===== src/rtl/bbox_sample_iterator_pkg.sv =====
// Shared raster definitions for the bounding-box sample iterator: sweep states,
// sub-sample one-hot codes and the grid step they select.
package bbox_sample_iterator_pkg;

  typedef enum logic {
    WAIT_STATE = 1'b0,
    TEST_STATE = 1'b1
  } iter_state_t;

  localparam logic [3:0] SS_1SPP  = 4'b1000;
  localparam logic [3:0] SS_4SPP  = 4'b0100;
  localparam logic [3:0] SS_16SPP = 4'b0010;
  localparam logic [3:0] SS_64SPP = 4'b0001;

  // Anything that is not a recognised one-hot code falls back to one sample per pixel.
  function automatic int unsigned ss_step(input logic [3:0] sub_sample, input int radix);
    case (sub_sample)
      SS_4SPP:  return 32'd1 << (radix - 1);
      SS_16SPP: return 32'd1 << (radix - 2);
      SS_64SPP: return 32'd1 << (radix - 3);
      default:  return 32'd1 << radix;
    endcase
  endfunction

endpackage


===== src/rtl/bbox_sample_iterator.sv =====
// Walks a triangle's bounding box in raster order on the sub-sample grid, one
// sample per cycle, holding the triangle and colour alongside for the sample test.
module bbox_sample_iterator
  import bbox_sample_iterator_pkg::*;
#(
  parameter int SIGFIG = 24,
  parameter int RADIX  = 10,
  parameter int VERTS  = 3,
  parameter int AXIS   = 3,
  parameter int COLORS = 3
) (
  input  logic                                     clk,
  input  logic                                     rst,
  input  logic [VERTS-1:0][AXIS-1:0][SIGFIG-1:0]   tri_R14S,
  input  logic [COLORS-1:0][SIGFIG-1:0]            color_R14U,
  input  logic [1:0][1:0][SIGFIG-1:0]              box_R14S,
  input  logic                                     validTri_R14H,
  input  logic [3:0]                               subSample_RnnnnU,
  output logic                                     halt_RnnnnH,
  output logic [VERTS-1:0][AXIS-1:0][SIGFIG-1:0]   tri_R16S,
  output logic [COLORS-1:0][SIGFIG-1:0]            color_R16U,
  output logic [1:0][SIGFIG-1:0]                   sample_R16S,
  output logic                                     validSamp_R16H
);

  iter_state_t state_reg, state_next;

  logic [VERTS-1:0][AXIS-1:0][SIGFIG-1:0] tri_reg, tri_next;
  logic [COLORS-1:0][SIGFIG-1:0]          color_reg, color_next;
  logic [SIGFIG-1:0] ll_x_reg, ll_x_next, ur_x_reg, ur_x_next;
  logic [SIGFIG-1:0] ur_y_reg, ur_y_next;
  logic [SIGFIG-1:0] x_reg, x_next, y_reg, y_next;
  logic [SIGFIG-1:0] step_reg, step_next;

  logic [SIGFIG-1:0]        step_in;
  logic signed [SIGFIG:0]   x_adv, y_adv;
  logic                     fits_x, fits_y, is_last, box_ok, accept;

  assign step_in = SIGFIG'(ss_step(subSample_RnnnnU, RADIX));

  // Advance and compare one bit wider than the coordinates so a step past the
  // top of the signed range still reads as "beyond ur" and the sweep ends.
  always_comb begin
    state_next = state_reg;
    tri_next   = tri_reg;
    color_next = color_reg;
    ll_x_next  = ll_x_reg;
    ur_x_next  = ur_x_reg;
    ur_y_next  = ur_y_reg;
    x_next     = x_reg;
    y_next     = y_reg;
    step_next  = step_reg;

    x_adv  = $signed({x_reg[SIGFIG-1], x_reg}) + $signed({1'b0, step_reg});
    y_adv  = $signed({y_reg[SIGFIG-1], y_reg}) + $signed({1'b0, step_reg});
    fits_x = x_adv <= $signed({ur_x_reg[SIGFIG-1], ur_x_reg});
    fits_y = y_adv <= $signed({ur_y_reg[SIGFIG-1], ur_y_reg});
    is_last = (state_reg == TEST_STATE) && !fits_x && !fits_y;

    box_ok = ($signed(box_R14S[0][0]) <= $signed(box_R14S[1][0])) &&
             ($signed(box_R14S[0][1]) <= $signed(box_R14S[1][1]));
    accept = validTri_R14H && ((state_reg == WAIT_STATE) || is_last);

    if (accept) begin
      if (box_ok) begin
        state_next = TEST_STATE;
        tri_next   = tri_R14S;
        color_next = color_R14U;
        ll_x_next  = box_R14S[0][0];
        ur_x_next  = box_R14S[1][0];
        ur_y_next  = box_R14S[1][1];
        x_next     = box_R14S[0][0];
        y_next     = box_R14S[0][1];
        step_next  = step_in;
      end else begin
        // Degenerate box: handshake completes but nothing is swept.
        state_next = WAIT_STATE;
      end
    end else if (state_reg == TEST_STATE) begin
      if (fits_x) begin
        x_next = x_adv[SIGFIG-1:0];
      end else if (fits_y) begin
        x_next = ll_x_reg;
        y_next = y_adv[SIGFIG-1:0];
      end else begin
        state_next = WAIT_STATE;
      end
    end
  end

  always_ff @(posedge clk or negedge rst) begin
    if (!rst) begin
      state_reg <= WAIT_STATE;
      tri_reg   <= '0;
      color_reg <= '0;
      ll_x_reg  <= '0;
      ur_x_reg  <= '0;
      ur_y_reg  <= '0;
      x_reg     <= '0;
      y_reg     <= '0;
      step_reg  <= '0;
    end else begin
      state_reg <= state_next;
      tri_reg   <= tri_next;
      color_reg <= color_next;
      ll_x_reg  <= ll_x_next;
      ur_x_reg  <= ur_x_next;
      ur_y_reg  <= ur_y_next;
      x_reg     <= x_next;
      y_reg     <= y_next;
      step_reg  <= step_next;
    end
  end

  always_comb begin
    halt_RnnnnH    = (state_reg == WAIT_STATE) || is_last;
    validSamp_R16H = (state_reg == TEST_STATE);
    sample_R16S    = {y_reg, x_reg};
    tri_R16S       = tri_reg;
    color_R16U     = color_reg;
  end

endmodule

===== config.mk =====
export PLATFORM = sky130hd
export DESIGN_NAME = bbox_sample_iterator
export DESIGN_NICKNAME = d
export VERILOG_FILES = /design/src/rtl/bbox_sample_iterator_pkg.sv /design/src/rtl/bbox_sample_iterator.sv
export SDC_FILE = /design/constraint.sdc
export NUM_CORES = 1
export LEC_CHECK = 0
export ABC_AREA = 1
export CAP_MARGIN = 20
export CORE_AREA = 3 3 286 288
export DETAILED_ROUTE_END_ITERATION = 16
export DIE_AREA = 0 0 289 291
export HOLD_SLACK_MARGIN = 0.12
export SYNTH_ARGS = -nofsm -noshare
export SYNTH_HDL_FRONTEND = slang
export SYNTH_SLANG_ARGS = --single-unit

===== constraint.sdc =====
create_clock -name clk -period 5.7 [get_ports clk]
set_clock_uncertainty 0.05 [all_clocks]
set_input_delay 1.14 -clock clk [delete_from_list [all_inputs] [get_ports clk]]
set_output_delay 1.14 -clock clk [all_outputs]
set_load 0.03 [all_outputs]

== After elaboration in Yosys (flattened, before gate mapping) ==
Index checks and enable logic that the tools add are counted.

* Register bits: 433
* Input bits: 391
* Output and inout port bits: 338
* Word-level logic and storage cells: 60

* Add/sub/neg operators: 2
* Magnitude comparators: 4
* Equality and inequality tests: 5
* Muxes and demuxes: 16
* Bitwise operators: 1
* Reduce and logical (&&, ||, !) cells: 13

{| class="wikitable"
|+ Operator list
! kind !! number
|-
| $mux W24 || 10
|-
| $add A24 B25 Y25 || 2
|-
| $le A25 B24 Y1 || 2
|-
| $le A24 B24 Y1 || 2
|-
| $pmux W11 S3 || 1
|-
| $mux W1 || 5
|-
| $eq A4 B1 Y1 const B || 1
|-
| $eq A4 B2 Y1 const B || 1
|-
| $eq A4 B3 Y1 const B || 1
|-
| $logic_and A1 B1 Y1 || 4
|-
| $reduce_and A4 Y1 || 1
|-
| $reduce_bool A2 Y1 || 2
|-
| $reduce_and A3 Y1 || 1
|-
| $reduce_bool A3 Y1 || 1
|-
| $logic_not A1 Y1 || 2
|-
| $ne A2 B1 Y1 const B || 1
|-
| $ne A2 B2 Y1 const B || 1
|-
| $reduce_and A2 Y1 || 1
|-
| $logic_or A1 B1 Y1 || 1
|-
| $not A1 Y1 || 1
|}

== Depth between registers and ports, before layout ==
Gate-level depths: netlist of the first run.

* Depth in word-level cells: 9
* Mapped depth: 26
* Gate-level depth less buffers: 25

== Least setup slack after synthesis of the first run ==
OpenSTA, ideal clock, no wires.

* Path type: flip-flop to output port
* From: reg y_reg[7]
* To: out halt_RnnnnH
* Data arrival time: 3.633 ns
* Data required time: 4.510 ns
* Slack: 0.877 ns
* Cell stages (with the launch flop): 22
* Buffers on the path: 2
* Path through: dfrtp_1 ha_1 fa_1 a21oi_1 o21ai_0 nand2_1 nor2_1 nand3_1 nor2_1 nand3_1 xor2_1 ha_1 nand2_1 a21oi_1 or2_0 nor2_1 nand3_1 nand2_1 nand2_1 o21ai_4 buf_2 buf_2

* Cells in the longest elaborated chain, start to end: 5

{| class="wikitable"
|+ RTL lines
! item !! RTL line !! RTL
|-
| start, declared || bbox_sample_iterator.sv:32 || <nowiki>logic [SIGFIG-1:0] x_reg, x_next, y_reg, y_next;</nowiki>
|-
| start signal, assigned || bbox_sample_iterator.sv:110 || <nowiki>y_reg <= y_next;</nowiki>
|-
| $add A24 B25 Y25 || bbox_sample_iterator.sv:55 || <nowiki>y_adv = $signed({y_reg[SIGFIG-1], y_reg}) + $signed({1'b0, step_reg});</nowiki>
|-
| $le A25 B24 Y1 || bbox_sample_iterator.sv:57 || <nowiki>fits_y = y_adv <= $signed({ur_y_reg[SIGFIG-1], ur_y_reg});</nowiki>
|-
| $logic_not A1 Y1 || bbox_sample_iterator.sv:58 || <nowiki>is_last = (state_reg == TEST_STATE) && !fits_x && !fits_y;</nowiki>
|-
| $logic_and A1 B1 Y1 || bbox_sample_iterator.sv:58 ||
|-
| $logic_or A1 B1 Y1 || bbox_sample_iterator.sv:116 || <nowiki>halt_RnnnnH = (state_reg == WAIT_STATE) || is_last;</nowiki>
|-
| end, declared || bbox_sample_iterator.sv:19 || <nowiki>output logic halt_RnnnnH,</nowiki>
|}

Every way passes these cells.

== Worst setup path in the final report of the first run ==
* From: reg step_reg[9]
* To: out halt_RnnnnH

* Cells in the longest elaborated chain, start to end: 6
* Elaborated cells between the ends (all ways): 9
* Those cells by class: add/sub (2); order compare (2); reduce/logical (5)

{| class="wikitable"
|+ RTL lines
! item !! RTL line !! RTL
|-
| start, declared || bbox_sample_iterator.sv:33 || <nowiki>logic [SIGFIG-1:0] step_reg, step_next;</nowiki>
|-
| start signal, assigned || bbox_sample_iterator.sv:111 || <nowiki>step_reg <= step_next;</nowiki>
|-
| $add A24 B25 Y25 || bbox_sample_iterator.sv:54 || <nowiki>x_adv = $signed({x_reg[SIGFIG-1], x_reg}) + $signed({1'b0, step_reg});</nowiki>
|-
| $le A25 B24 Y1 || bbox_sample_iterator.sv:56 || <nowiki>fits_x = x_adv <= $signed({ur_x_reg[SIGFIG-1], ur_x_reg});</nowiki>
|-
| $logic_not A1 Y1 || bbox_sample_iterator.sv:58 ||
|-
| $logic_and A1 B1 Y1 || bbox_sample_iterator.sv:58 ||
|-
| $logic_and A1 B1 Y1 (*) || bbox_sample_iterator.sv:58 ||
|-
| $logic_or A1 B1 Y1 (*) || bbox_sample_iterator.sv:116 ||
|}

Every way passes the cells marked *; elsewhere a longest branch is shown, timed or not.

==> results of run 1 <==
[layer usage]
metal	global-route usage	vias up	routed length [um]
li1	-	9143	-
met1	0.218	8293	31200
met2	0.294	575	36200
met3	0.0534	136	5760
met4	0.0620	10	2550
met5	0	-	69
[metrics by stage]
stage	cells	area [um2]	hold WS [ns]
after global placement	4189	28700	0.414
after detailed placement	4189	28700	0.422
after floorplan	2481	20200	0.403
final	4297	30400	0.430
after CTS	4280	30300	0.436
after global routing	4289	30300	0.451
[how the worst max path moves through the flow]
stage          depth (start not counted)             to   startpoint  slack, ns
2_1_floorplan                         21    halt_RnnnnH     y_reg[7]       0.88
3_3_place_gp                          25       x_reg[2]  step_reg[7]       0.60
3_5_place_dp                          25  tri_R16S[178]  step_reg[7]       0.61
4_1_cts                               20    halt_RnnnnH  step_reg[7]       0.09
5_1_grt                               18    halt_RnnnnH  step_reg[9]       0.01
6_report                              18    halt_RnnnnH  step_reg[9]       0.31
[cells in the mapped netlist]
cell      number  share of area
nand2_1      652           0.12
inv_1        497          0.092
dfrtp_1      413           0.51
o21ai_0      383          0.095
nand3_1      114          0.028
ha_1         106          0.066
nor2_1        63          0.012
clkbuf_1      54          0.010
a21oi_1       46          0.011
buf_4         25         0.0093
buf_2         23         0.0057
xor2_1        18         0.0078
nand4_1       17         0.0053
nor3_1        11         0.0027
o211ai_1      10         0.0037
a21o_1         6         0.0022
nor4_1         5         0.0015
o21ai_1        5         0.0012
buf_6          4         0.0022
o21a_1         4         0.0015
xnor2_1        3         0.0013
a31oi_1        2        0.00062
buf_1          2        0.00037
fa_1           2         0.0020
nand2_2        2        0.00062
nand3_2        2        0.00099
or2_2          2        0.00062
a211oi_1       1        0.00037
a21boi_1       1        0.00037
and2_1         1        0.00031
clkinv_1       1        0.00019
nand3b_1       1        0.00037
o21ai_2        1        0.00043
o21ai_4        1        0.00080
o21bai_1       1        0.00037
o31ai_1        1        0.00037
or2_0          1        0.00031
[report_power, final]
| part | internal, uW | total [uW] | switching, uW |
|---|---|---|---|
| sequential | 2930 | 2930 | 0 |
| clock | 1910 | 3210 | 1300 |
| combinational | 289 | 501 | 212 |
| total | 5130 | 6650 | 1520 |
[layout make-up]
| cell class | count | area (um2) | area share |
|---|---|---|---|
| Sequential cell | 413 | 10300 | 0.340 |
| Timing Repair Buffer | 766 | 7670 | 0.253 |
| Multi-Input combinational cell | 1462 | 7480 | 0.246 |
| Inverter | 498 | 1870 | 0.0616 |
| Clock buffer | 75 | 1470 | 0.0483 |
| Tap cell | 1050 | 1310 | 0.0433 |
| Clock inverter | 16 | 180 | 0.00593 |
| Antenna cell | 17 | 42.5 | 0.00140 |
[cells by family (layout without fill, tap and decap cells)]
| group | count (synthesis) | after routing |
|---|---|---|
| compound gates | 462 | 462 |
| xor+xnor | 21 | 21 |
| fa+ha+maj | 108 | 108 |
| buf+inv | 606 | 1355 |
| flops | 413 | 413 |
| other cells | 0 | 17 |
| simple gates | 871 | 871 |
[what timing repair did]
item / CTS / global route
gates resized for setup: 1 / 5
endpoints found under the setup margin: 1 / 1
endpoints found under the hold margin: 0 / 0
buffers inserted: 0 / 0
[worst max-delay path, stage by stage (launching register included)]
cell and delay, ns:
dfrtp_1 0.44, ha_1 0.38, nand3_1 0.10, nand3_1 0.12, a21oi_1 0.18, or2_2 0.33, nor2_1 0.29, nand4_1 0.19
and2_1 0.20, ha_1 0.34, nand2_1 0.11, nor2_1 0.15, nand4_1 0.11, nor2_1 0.11, nand2_1 0.08, nand4_1 0.08
nand2_2 0.09, o21ai_4 0.13, buf_4 0.20
==> out/metrics.cfg, run 1 <==
[worst_hold_path]
hold-path-cell-count = 2
hold_path.startpoint = tri_R16S[16]
hold_path_end = tri_R16S[16]
timing.hold.worst.class = reg -> reg

[floorplanning]
initial_core_util = 0.255
core_um2 = 79100
die_width_um = 289
ioPinCount = 729
chipHeight_um = 291
floorplan.rows = 103
dieArea_um2 = 84100

[clock_tree]
clockRootBuffer = clkbuf_16
insertion_delay_ns = 0.58
cts_made_buffers = 50
clkTransAtPathRegs_ns = 0.05
clock_tree.htree_level_count = 2
cts-hold-fix-buffers = 0
cts.sinks = 413
largest_buffer_count_on_any_clock_path = 3
tritoncts = done

[placement]
placement.io_buffers = 728
pre_cts_slack_ns = 0.607
detailedPlacementHpwl_um = 59000
gp_weighted_congestion = 0.889

[synth]
mappedNetlistArea_um2 = 20200
post_synth_xor_area_fraction = 0.00910
seq_area_frac_synth = 0.511
distinct_cell_type_count_after_synthesis = 37
synthMuxAreaShare = 0
synth-seq-cells = 413
yosysWarningCount = 0
synth_compound_gate_area_share = 0.118
syn_avg_cell_area_um2 = 8.15
syn-instance-count = 2481
mappedNetlistNets = 2980
synth_simple_gate_area_share = 0.174
synth_top_family_by_area = simple AND/OR/NAND/NOR gates
post_synth_fa_ha_maj_area_fraction = 0.0676

[grt]
remaining_overflow_grt = 0
grt_start_max_net_pins = 133
number_of_global_route_vias_before_repair = 18100
wire_length_of_the_first_global_routing_pass_um = 114000
total_global_routing_track_utilization = 0.177
antenna_found_initial = 22

[sta]
tightest_slew_ns = 0.936
slew_headroom = 0.376
post-route-worst-setup-slack_ns = 0.314
hold_viol_final = 0
finalCritPeriodShare = 0.945
timing.final.crit_period_ns = 5.39
report.final.setup_viol = 0
fin_tns_setup_ns = 0
max_transition_viols_final = 0
max_freq_ghz = 0.186
grt_setup_unrepaired = false

[route]
wl_um = 75700
route.detailed.wl_per_inst_um = 17.6
initialDrtViolationCount = 1115
route.antenna.remaining_nets = 0
drt-vias-per-instance = 4.23
route.vias.total = 18200
dr.pass1.iters = 5
remaining_drc_errors = 0

[critical_path]
criticalPathCategory = reg -> out
r2r_cells = 23
cp.required_ns = 4.51
startpoint_type = flip-flop
setup_slack_of_the_worst_register_to_register_path_ns = 0.77
cp_max_fo = 5
cp.arrival_ns = 4.20
crit-reg2reg-launch = step_reg[9]
worst_flop_to_flop_path_endpoint = x_reg[6]
setup.worst_path.end_class = primary output

[power_and_ir_drop]
vdd.ir_drop.worst_mv = 0.189
p_leak_uw = 0.0148
post_layout_total_power_uw = 6650
power_per_cell_area_nw_per_um2 = 219

[final_layout]
finish.net_count = 3690
layout-area-overhead-vs-synth_pct = 50.2
most-common-layout-cells = clkdlybuf4s50_1 (726), nand2_1 (652), inv_1 (497)
final.fill_count = 8138
final_common_cell = clkdlybuf4s50_1
final_layout_size_suffix_gt1_frac = 0.0406
largest_reg_flops = 216
fin_util = 0.384

[status]
run_status = complete, no violations

[job]
drv_cap = 0

Power figures use the tool's default switching activity.
==> run 2: changes to the inputs <==
Settings changed: CORE_AREA 3 3 286 288 to 3 3 283 285, CTS_BUF_LIST from default to sky130_fd_sc_hd__clkbuf_8, DIE_AREA 0 0 289 291 to 0 0 286 288.
==> run 2 against run 1 <==
Total power shrank 7.4%; highest routed layer unchanged; setup slack gained 0.070 ns; non-clock buffer count shrank 4; register-to-register slack gained 0.03 ns.
==> out/metrics.cfg, run 2 (synthesis gave the netlist of run 1 again) <==
[sta]
report.final.setup_viol = 0  ; unchanged
hold_viol_final = 0  ; unchanged
tightest_slew_ns = 0.812  ; was 0.936 ns
max_transition_viols_final = 0  ; unchanged
slew_headroom = 0.459  ; was 0.376
post-route-worst-setup-slack_ns = 0.384  ; was 0.314 ns
fin_tns_setup_ns = 0  ; unchanged
timing.final.crit_period_ns = 5.32  ; was 5.39 ns
max_freq_ghz = 0.188  ; was 0.186 GHz
grt_setup_unrepaired = false  ; unchanged
finalCritPeriodShare = 0.933  ; was 0.945

[floorplanning]
dieArea_um2 = 82400  ; was 84100 um2
chipHeight_um = 288  ; was 291 um
ioPinCount = 729  ; unchanged
floorplan.rows = 102  ; was 103
initial_core_util = 0.261  ; was 0.255
core_um2 = 77600  ; was 79100 um2
die_width_um = 286  ; was 289 um

[final_layout]
multi_input_area_um2 = 7470  ; was 7480 um2
final.fill_count = 7906  ; was 8138
finish.net_count = 3714  ; was 3690
final_common_cell = clkdlybuf4s50_1  ; unchanged
most-common-layout-cells = clkdlybuf4s50_1 (726), nand2_1 (652), inv_1 (516)  ; was clkdlybuf4s50_1 (726), nand2_1 (652), inv_1 (497)
fin_util = 0.387  ; was 0.384
largest_reg_flops = 216  ; unchanged
area.sequential_um2 = 10300  ; about the same
layout-area-overhead-vs-synth_pct = 48.6  ; was 50.2%
final_layout_size_suffix_gt1_frac = 0.0464  ; was 0.0406

[clock_tree]
cts.repair_timing.setup_buffer_count = 0  ; unchanged
clock_tree.htree_level_count = 3  ; was 2
tritoncts = done  ; unchanged
cts_made_buffers = 78  ; was 50
clockRootBuffer = clkbuf_8  ; was clkbuf_16
cts.sinks = 413  ; unchanged
largest_buffer_count_on_any_clock_path = 3  ; unchanged
insertion_delay_ns = 0.66  ; was 0.58 ns
clkTransAtPathRegs_ns = 0.05  ; about the same

[grt]
antenna_found_initial = 10  ; was 22
grt_start_max_net_pins = 124  ; was 133
remaining_overflow_grt = 0  ; unchanged
wire_length_of_the_first_global_routing_pass_um = 112000  ; was 114000 um
total_global_routing_track_utilization = 0.176  ; was 0.177
number_of_global_route_vias_before_repair = 18200  ; was 18100

[placement]
gp_weighted_congestion = 0.881  ; was 0.889
placement.io_buffers = 728  ; unchanged
pre_cts_slack_ns = 0.741  ; was 0.607 ns
detailedPlacementHpwl_um = 58200  ; was 59000 um

[power_and_ir_drop]
p_leak_uw = 0.0148  ; about the same
power_per_cell_area_nw_per_um2 = 205  ; was 219 nW/um2
post_layout_total_power_uw = 6160  ; was 6650 uW
vdd.ir_drop.worst_mv = 0.155  ; was 0.189 mV

[critical_path]
worst_flop_to_flop_path_endpoint = x_reg[4]  ; was x_reg[6]
r2r_cells = 25  ; was 23
critical-path-max-stage-delay_ns = 0.41  ; was 0.44 ns
cp_max_fo = 5  ; unchanged
cp.required_ns = 4.51  ; about the same
crit_slowest_cell = dfrtp_1  ; unchanged
path_cells = ha_1 -> inv_1 -> fa_1 -> nor2_1 -> a211oi_1 -> buf_4 -> nor2_1 -> nand3_1 -> nand2_1 -> inv_1 -> ha_1 -> nand2_1 -> nor2_1 -> nand4_1 -> nor2_1 -> nand2_1 -> nand4_1 -> nand2_2 -> o21ai_4 -> buf_4  ; was ha_1 -> nand3_1 -> nand3_1 -> a21oi_1 -> or2_2 -> nor2_1 -> nand4_1 -> and2_1 -> ha_1 -> nand2_1 -> nor2_1 -> nand4_1 -> nor2_1 -> nand2_1 -> nand4_1 -> nand2_2 -> o21ai_4 -> buf_4
startpoint_type = flip-flop  ; unchanged
critical_path.most_common_cell = nor2_1
setup_slack_of_the_worst_register_to_register_path_ns = 0.80  ; was 0.77 ns
setup.worst_path.end_class = primary output  ; unchanged
criticalPathCategory = reg -> out  ; unchanged
cp.arrival_ns = 4.13  ; was 4.20 ns
crit-reg2reg-launch = x_reg[7]  ; was step_reg[9]

[route]
drt-vias-per-instance = 4.22  ; was 4.23
initialDrtViolationCount = 903  ; was 1115
remaining_drc_errors = 0  ; unchanged
route.detailed.wl_per_inst_um = 17.3  ; was 17.6 um
route.vias.total = 18100  ; was 18200
wl_um = 74500  ; was 75700 um
route.antenna.remaining_nets = 0  ; unchanged
dr.pass1.iters = 6  ; was 5

[status]
run_status = complete, no violations  ; unchanged

[worst_hold_path]
hold_path_end = tri_R16S[156]  ; was tri_R16S[16]
hold_path.startpoint = tri_R16S[156]  ; was tri_R16S[16]
hold-path-cell-count = 2  ; unchanged
timing.hold.worst.class = reg -> reg  ; unchanged

[job]
drv_cap = 0  ; unchanged

==> run 2: cell types whose count changed in the layout (fill, tap and decap cells not counted), moves of 2 or more <==
| cell | before | now |
|---|---|---|
| clkbuf_16 | 50 | 0 |
| buf_4 | 31 | 25 |
| buf_12 | 8 | 10 |
| diode_2 | 17 | 2 |
| inv_8 | 0 | 2 |
| clkbuf_8 | 12 | 87 |
| inv_1 | 497 | 516 |
| bufinv_16 | 3 | 0 |
| clkbuf_1 | 13 | 0 |
==> run 2: critical path: cells and delay by family, from the launching register on <==
kind                       cells  cell delay, ns
buffers and inverters          4            0.52
AOI/OAI and AO/OA              2            0.29
adders and majority gates      3            0.91
and+or+nand+nor               11            1.37
DFF                            1            0.41
==> run 2: area by class of cell <==
| cell class | instances | share of cell area |
|---|---|---|
| antenna | 2 | 0.000167 |
| inverter | 498 | 0.0622 |
| multi-input combinational | 1462 | 0.249 |
| clock inverter | 35 | 0.00654 |
| clock buffer | 87 | 0.0399 |
| timing repair buffer | 762 | 0.255 |
| sequential | 413 | 0.344 |
| tap | 1040 | 0.0433 |
==> run 2: metal layers <==
layer,vias up,track usage,part of all wire
li1,9152,-,-
met5,-,0,0.00048
met1,8288,0.215,0.41
met2,576,0.301,0.49
met3,115,0.0496,0.076
met4,6,0.0559,0.025
==> run 2: power breakdown <==
group / total (uW) / switching (uW) / internal, uW
logic: 500 / 211 / 289
registers: 2930 / 0 / 2930
clock network: 2720 / 1330 / 1400
total: 6160 / 1540 / 4620
==> run 2: worst max-delay path by stage <==
stage | endpoint | depth (start not counted) | slack, ns | from
CTS | halt_RnnnnH | 20 | 0.18 | step_reg[7]
finish | halt_RnnnnH | 20 | 0.38 | x_reg[7]
floorplan | halt_RnnnnH | 21 | 0.88 | y_reg[7]
global placement | y_reg[11] | 23 | 0.88 | x_reg[9]
global route | halt_RnnnnH | 17 | 0.01 | step_reg[9]
detailed placement | x_reg[4] | 25 | 0.74 | step_reg[7]
==> run 2: stage by stage <==
step | cells | area (um2) | hold slack, ns
2_1_floorplan | 2481 | 20200 | 0.403
3_3_place_gp | 4175 | 28600 | 0.414
3_5_place_dp | 4175 | 28600 | 0.422
4_1_cts | 4297 | 30000 | 0.436
5_1_grt | 4298 | 30000 | 0.452
6_report | 4299 | 30000 | 0.427
==> run 2: repair_timing <==
item / in CTS / in global routing
hold buffers: 0 / 0
resized for setup: 0 / 5
setup endpoints to repair: 0 / 1
hold endpoints to repair: 0 / 0
==> run 3: changes to the inputs <==
Settings changed: GPL_TIMING_DRIVEN from default to 1.
==> results of run 3 <==
Final layout, timing and power as in run 2 (identical DEF).
==> patch 1: new RTL, settings of run 1 <==
Set the parameter `SIGFIG` to 12 (it was 24).
--- a/src/rtl/bbox_sample_iterator.sv
+++ b/src/rtl/bbox_sample_iterator.sv
@@ -3,7 +3,7 @@
 module bbox_sample_iterator
   import bbox_sample_iterator_pkg::*;
 #(
-  parameter int SIGFIG = 24,
+  parameter int SIGFIG = 12,
   parameter int RADIX  = 10,
   parameter int VERTS  = 3,
   parameter int AXIS   = 3,
Ports: changed (6 resized); port bits go from 729 to 369. The function was not compared with the original's and may differ.
==> patch 1 against run 1 <==
Combinational power grew to 11 times the old value. Area after synthesis shrank 49%. Sequential cell count shrank 204. Register-to-register slack gained 660 ps. Critical path depth is the same. First-iteration DRC count shrank 52%. Die area is the same. Design area shrank 47%. Setup slack gained 88 ps. Wire length shrank 49%. Fmax grew 1.7%. Total power grew 52%. Via count shrank 48%. Global-route usage shrank 8.8 points. Critical endpoint unchanged.
==> patch 1: results <==
export IMPL_fillCellCount=8826
export IMPL_ir_worst_vdd_uv=324.1
export IMPL_syn_nets=1505
export IMPL_nNonClkInverters=104
export IMPL_cts_resized=0
export IMPL_outcome="finished, final reports clean"
export IMPL_final_nets=1849
export IMPL_synth_xor_area_share=0.005094
export IMPL_sh_seq_area=0.3235
export IMPL_r2r_start="x_reg[9]"
export IMPL_cp_arrival_ps=4110
export IMPL_drive_gt1_frac=0.04836
export IMPL_grt_max_degree=120
export IMPL_synth_compound_area_frac=0.03457
export IMPL_cts_buffers=30
export IMPL_grt_pass1_wl_mm=58.11
export IMPL_cts_sinks=209
export IMPL_yosys_top_cells_area="dfrtp_1 (51%), nand2_1 (18%), nand3_1 (9.4%)"
export IMPL_whs_endpoint="tri_R16S[91]"
export IMPL_nClkBuffers=43
export IMPL_dp_hpwl_mm=27.99
export IMPL_portBuffers=368
export IMPL_slew_headroom=0.2851
export IMPL_multi_input_area_share=0.2673
export IMPL_antenna_found_initial=6
export IMPL_drtIter0Drc=539
export IMPL_multi_input_cells=868
export IMPL_num_antenna_cells=1
export IMPL_nonClkBufAreaFrac=0.2362
export IMPL_grtUsageTotal=0.08938
export IMPL_rr_endpoint="tri_R16S[91]"
patch 1: cell count changes in the layout (fill, tap and decap cells not counted), sizes merged, moves of 11 or more:
cell	before	now
clkbuf	75	43
nand3	116	195
nand2	654	495
o21ai	390	36
xor2	18	6
inv	500	105
buf	40	10
a21oi	46	25
nor2	63	36
dfrtp	413	209
nor3	11	0
diode	17	1
ha	106	58
clkdlybuf4s50	726	367
patch 1: per-stage QoR:
stage	cell area, um^2	hold WS [ps]	worst slack, ps	utilization	std cells
after detailed placement	15070	407.0	1014	0.1905	2608
after global placement	15070	402.6	989.6	0.1905	2608
final	16170	415.7	402.4	0.2043	2664
after CTS	16160	421.2	354.2	0.2043	2663
after global routing	16160	436.5	144.4	0.2043	2663
after floorplan	10320	395.9	1376	-	1246
patch 1: layer usage:
metal	part of all wire	vias to the layer above	global-route usage
li1	-	4649	-
met3	0.084	72	0.02960
met4	0.029	10	0.02791
met5	0.0016	-	0
met2	0.44	310	0.1377
met1	0.45	4398	0.1177
==> patch 2: new RTL, settings of run 1 <==
Without the edit above. `y_reg` no longer has a reset.
--- a/src/rtl/bbox_sample_iterator.sv
+++ b/src/rtl/bbox_sample_iterator.sv
@@ -97,7 +97,6 @@
       ur_x_reg  <= '0;
       ur_y_reg  <= '0;
       x_reg     <= '0;
-      y_reg     <= '0;
       step_reg  <= '0;
     end else begin
       state_reg <= state_next;
@@ -107,9 +106,12 @@
       ur_x_reg  <= ur_x_next;
       ur_y_reg  <= ur_y_next;
       x_reg     <= x_next;
-      y_reg     <= y_next;
       step_reg  <= step_next;
     end
+  end
+
+  always_ff @(posedge clk) begin
+    y_reg <= y_next;
   end
 
   always_comb begin
Check against the original RTL: not settled (the Yosys comparison gave no result); the edit may change what the design does.
==> patch 2 against run 1 <==
Sequential cell count unchanged. Cell count decreased by 1.4%. Design area decreased by 1.6%. Setup slack improved by 39 ps. Via count decreased by 0.45%. Highest routed layer unchanged. Critical path depth unchanged. Synthesized cell count decreased by 1.9%. Fmax increased by 0.72%. Area after synthesis decreased by 2.8%. Wire length increased by 1.1%.
Power is not compared: it rests on default switching activity, and its combinational part moved more than twofold at a synthesized area within 25%.
==> patch 2: results <==
export IMPL_crit_end="halt_RnnnnH"
export IMPL_yosys_top_cells_area="dfrtp_1 (50%), nand2_1 (23%), ha_1 (6.7%)"
export IMPL_gp_congestion=0.8898
export IMPL_slew_headroom=0.4042
export IMPL_drtIter0Drc=1010
export IMPL_crit_slowest_cell="dfrtp_1"
export IMPL_clk_pin_slew_ps=60
export IMPL_ant_nets=0
export IMPL_grtUsageMet2=0.3018
export IMPL_synth_edf_count=24
export IMPL_critPathMaxStageDelay_ps=430
export IMPL_yosys_warnings=0
export IMPL_r2r_start="x_reg[7]"
export IMPL_rr_worst_depth=22
export IMPL_drive_gt1_frac=0.03744
export IMPL_cts_buffers=51
export IMPL_routedWlPerCell_um=18.07
export IMPL_portBuffers=728
export IMPL_grt_pass1_vias=17967
export IMPL_cts_root_buf="clkbuf_16"
export IMPL_area_growth_pct=51.98
export IMPL_leakagePower_nw=14.75
export IMPL_ir_worst_vdd_uv=335.9
export IMPL_clk_latency_ps=600
export IMPL_dp_hpwl_mm=57.81
export IMPL_htree_levels=2
export IMPL_cp_arrival_ps=4160
export IMPL_dp_slack_ps=524.3
export IMPL_outcome="finished, final reports clean"
export IMPL_ys_top_cells_by_count="nand2_1 (1210), dfrtp_1 (389), inv_1 (210)"
export IMPL_worst_path_dominant_cell_family="simple AND/OR/NAND/NOR gates"
export IMPL_drt_pass1_iter_count=5
export IMPL_fillCellCount=8088
export IMPL_final_nets=3635
export IMPL_grt_pass1_wl_mm=114.2
export IMPL_path_class="flip-flop to primary output"
export IMPL_grtUsageTotal=0.1771
export IMPL_via_per_inst=4.265
export IMPL_dpl_instance_area_um2=28080
export IMPL_grt_use_met1=0.2192
export IMPL_async_flop_share=0.9419
export IMPL_use_met3=0.05301
export IMPL_synth_cell_types=32
export IMPL_largest_reg_flops=216
export IMPL_cp_max_fo=4
export IMPL_syn_nets=2932
export IMPL_min_period_ps=5347
export IMPL_min_path_type="flip-flop to flip-flop"
export IMPL_cts_tree="yes"
export IMPL_seq_area_frac_synth=0.5319
export IMPL_antenna_found_initial=20
export IMPL_grt_max_degree=163
export IMPL_rr_endpoint="y_reg[20]"
export IMPL_reg2reg_slack_ps=500
## patch 2: cell types whose count changed after synthesis, sizes merged, moves of 11 or more
cell / before / now
nand2: 654 / 1211
o21ai: 390 / 88
inv: 497 / 211
dfrtp: 413 / 389
edfxtp: 0 / 24
nand3: 116 / 105
nor2: 63 / 74
## patch 2: area by class of cell
cell class,instances,area share
Antenna cell,10,0.0008377
Clock buffer,73,0.05093
Multi-Input combinational cell,1706,0.2665
Inverter,212,0.02664
Sequential cell,413,0.3500
Timing Repair Buffer,752,0.2532
Tap cell,1050,0.04398
Clock inverter,22,0.007875
## patch 2: metal layers
layer / vias to the layer above / part of all wire
li1: 8929 / -
met1: 8476 / 0.41
met2: 547 / 0.49
met3: 104 / 0.077
met4: 20 / 0.017
met5: - / 0.0017
## patch 2: timing repair
| action | CTS | global route |
|---|---|---|
| gates resized for setup | 1 | 0 |
| setup endpoints to repair | 1 | 0 |
| setup buffers | 1 | 0 |
## patch 2: worst register-to-register path, stage by stage, from the launching register on
cell,delay (ps)
dfrtp_1,430
ha_1,200
inv_1,60
fa_1,390
nand3b_1,170
nand2_1,200
inv_1,90
nor2_1,260
nand2_1,120
xnor2_1,250
ha_1,330
nand4_1,150
a21oi_1,60
nor2_1,140
nand3_1,100
nand2_1,80
nand2_2,100
buf_4,230
clkinv_1,60
buf_4,280
nand3_1,370
nand2_1,390
buf_4,340
## patch 2: worst min-delay path by stage
stage,from,to,slack (ps),cells past startpoint
finish,tri_R16S[213],tri_R16S[213],420,2
global route,tri_R16S[55],tri_R16S[55],440,2
CTS,tri_R16S[79],tri_R16S[79],430,2
detailed placement,tri_R16S[79],tri_R16S[79],410,2
global placement,tri_R16S[15],tri_R16S[15],410,2
floorplan,ll_x_reg[20],ll_x_reg[20],400,2
## patch 2: cells by family (layout without fill, tap and decap cells)
logic type,Yosys count,in the layout,synth area share
simple gates,1421,1421,0.2817
compound gates,149,149,0.04011
fa+ha+maj,108,108,0.06951
buf+inv,314,1059,0.06429
other cells,0,10,0
flops,413,413,0.5319
xor+xnor,28,28,0.01248
## patch 2: stage by stage
step / hold slack [ps] / instances
finish: 424.8 / 4238
global route: 441.1 / 4233
CTS: 429.4 / 4228
detailed placement: 413.6 / 4132
global placement: 410.5 / 4132
floorplan: 397.9 / 2433
## patch 2: power by group through the flow
stage	combinational (mW)	sequential [mW]	clock, mW
2_1_floorplan	2.90	7.18	0
3_3_place_gp	8.71	5.19	0
3_5_place_dp	8.77	5.19	0
4_1_cts	8.81	5.20	3.48
5_1_grt	9.46	5.37	3.59
6_report	8.73	5.20	3.37
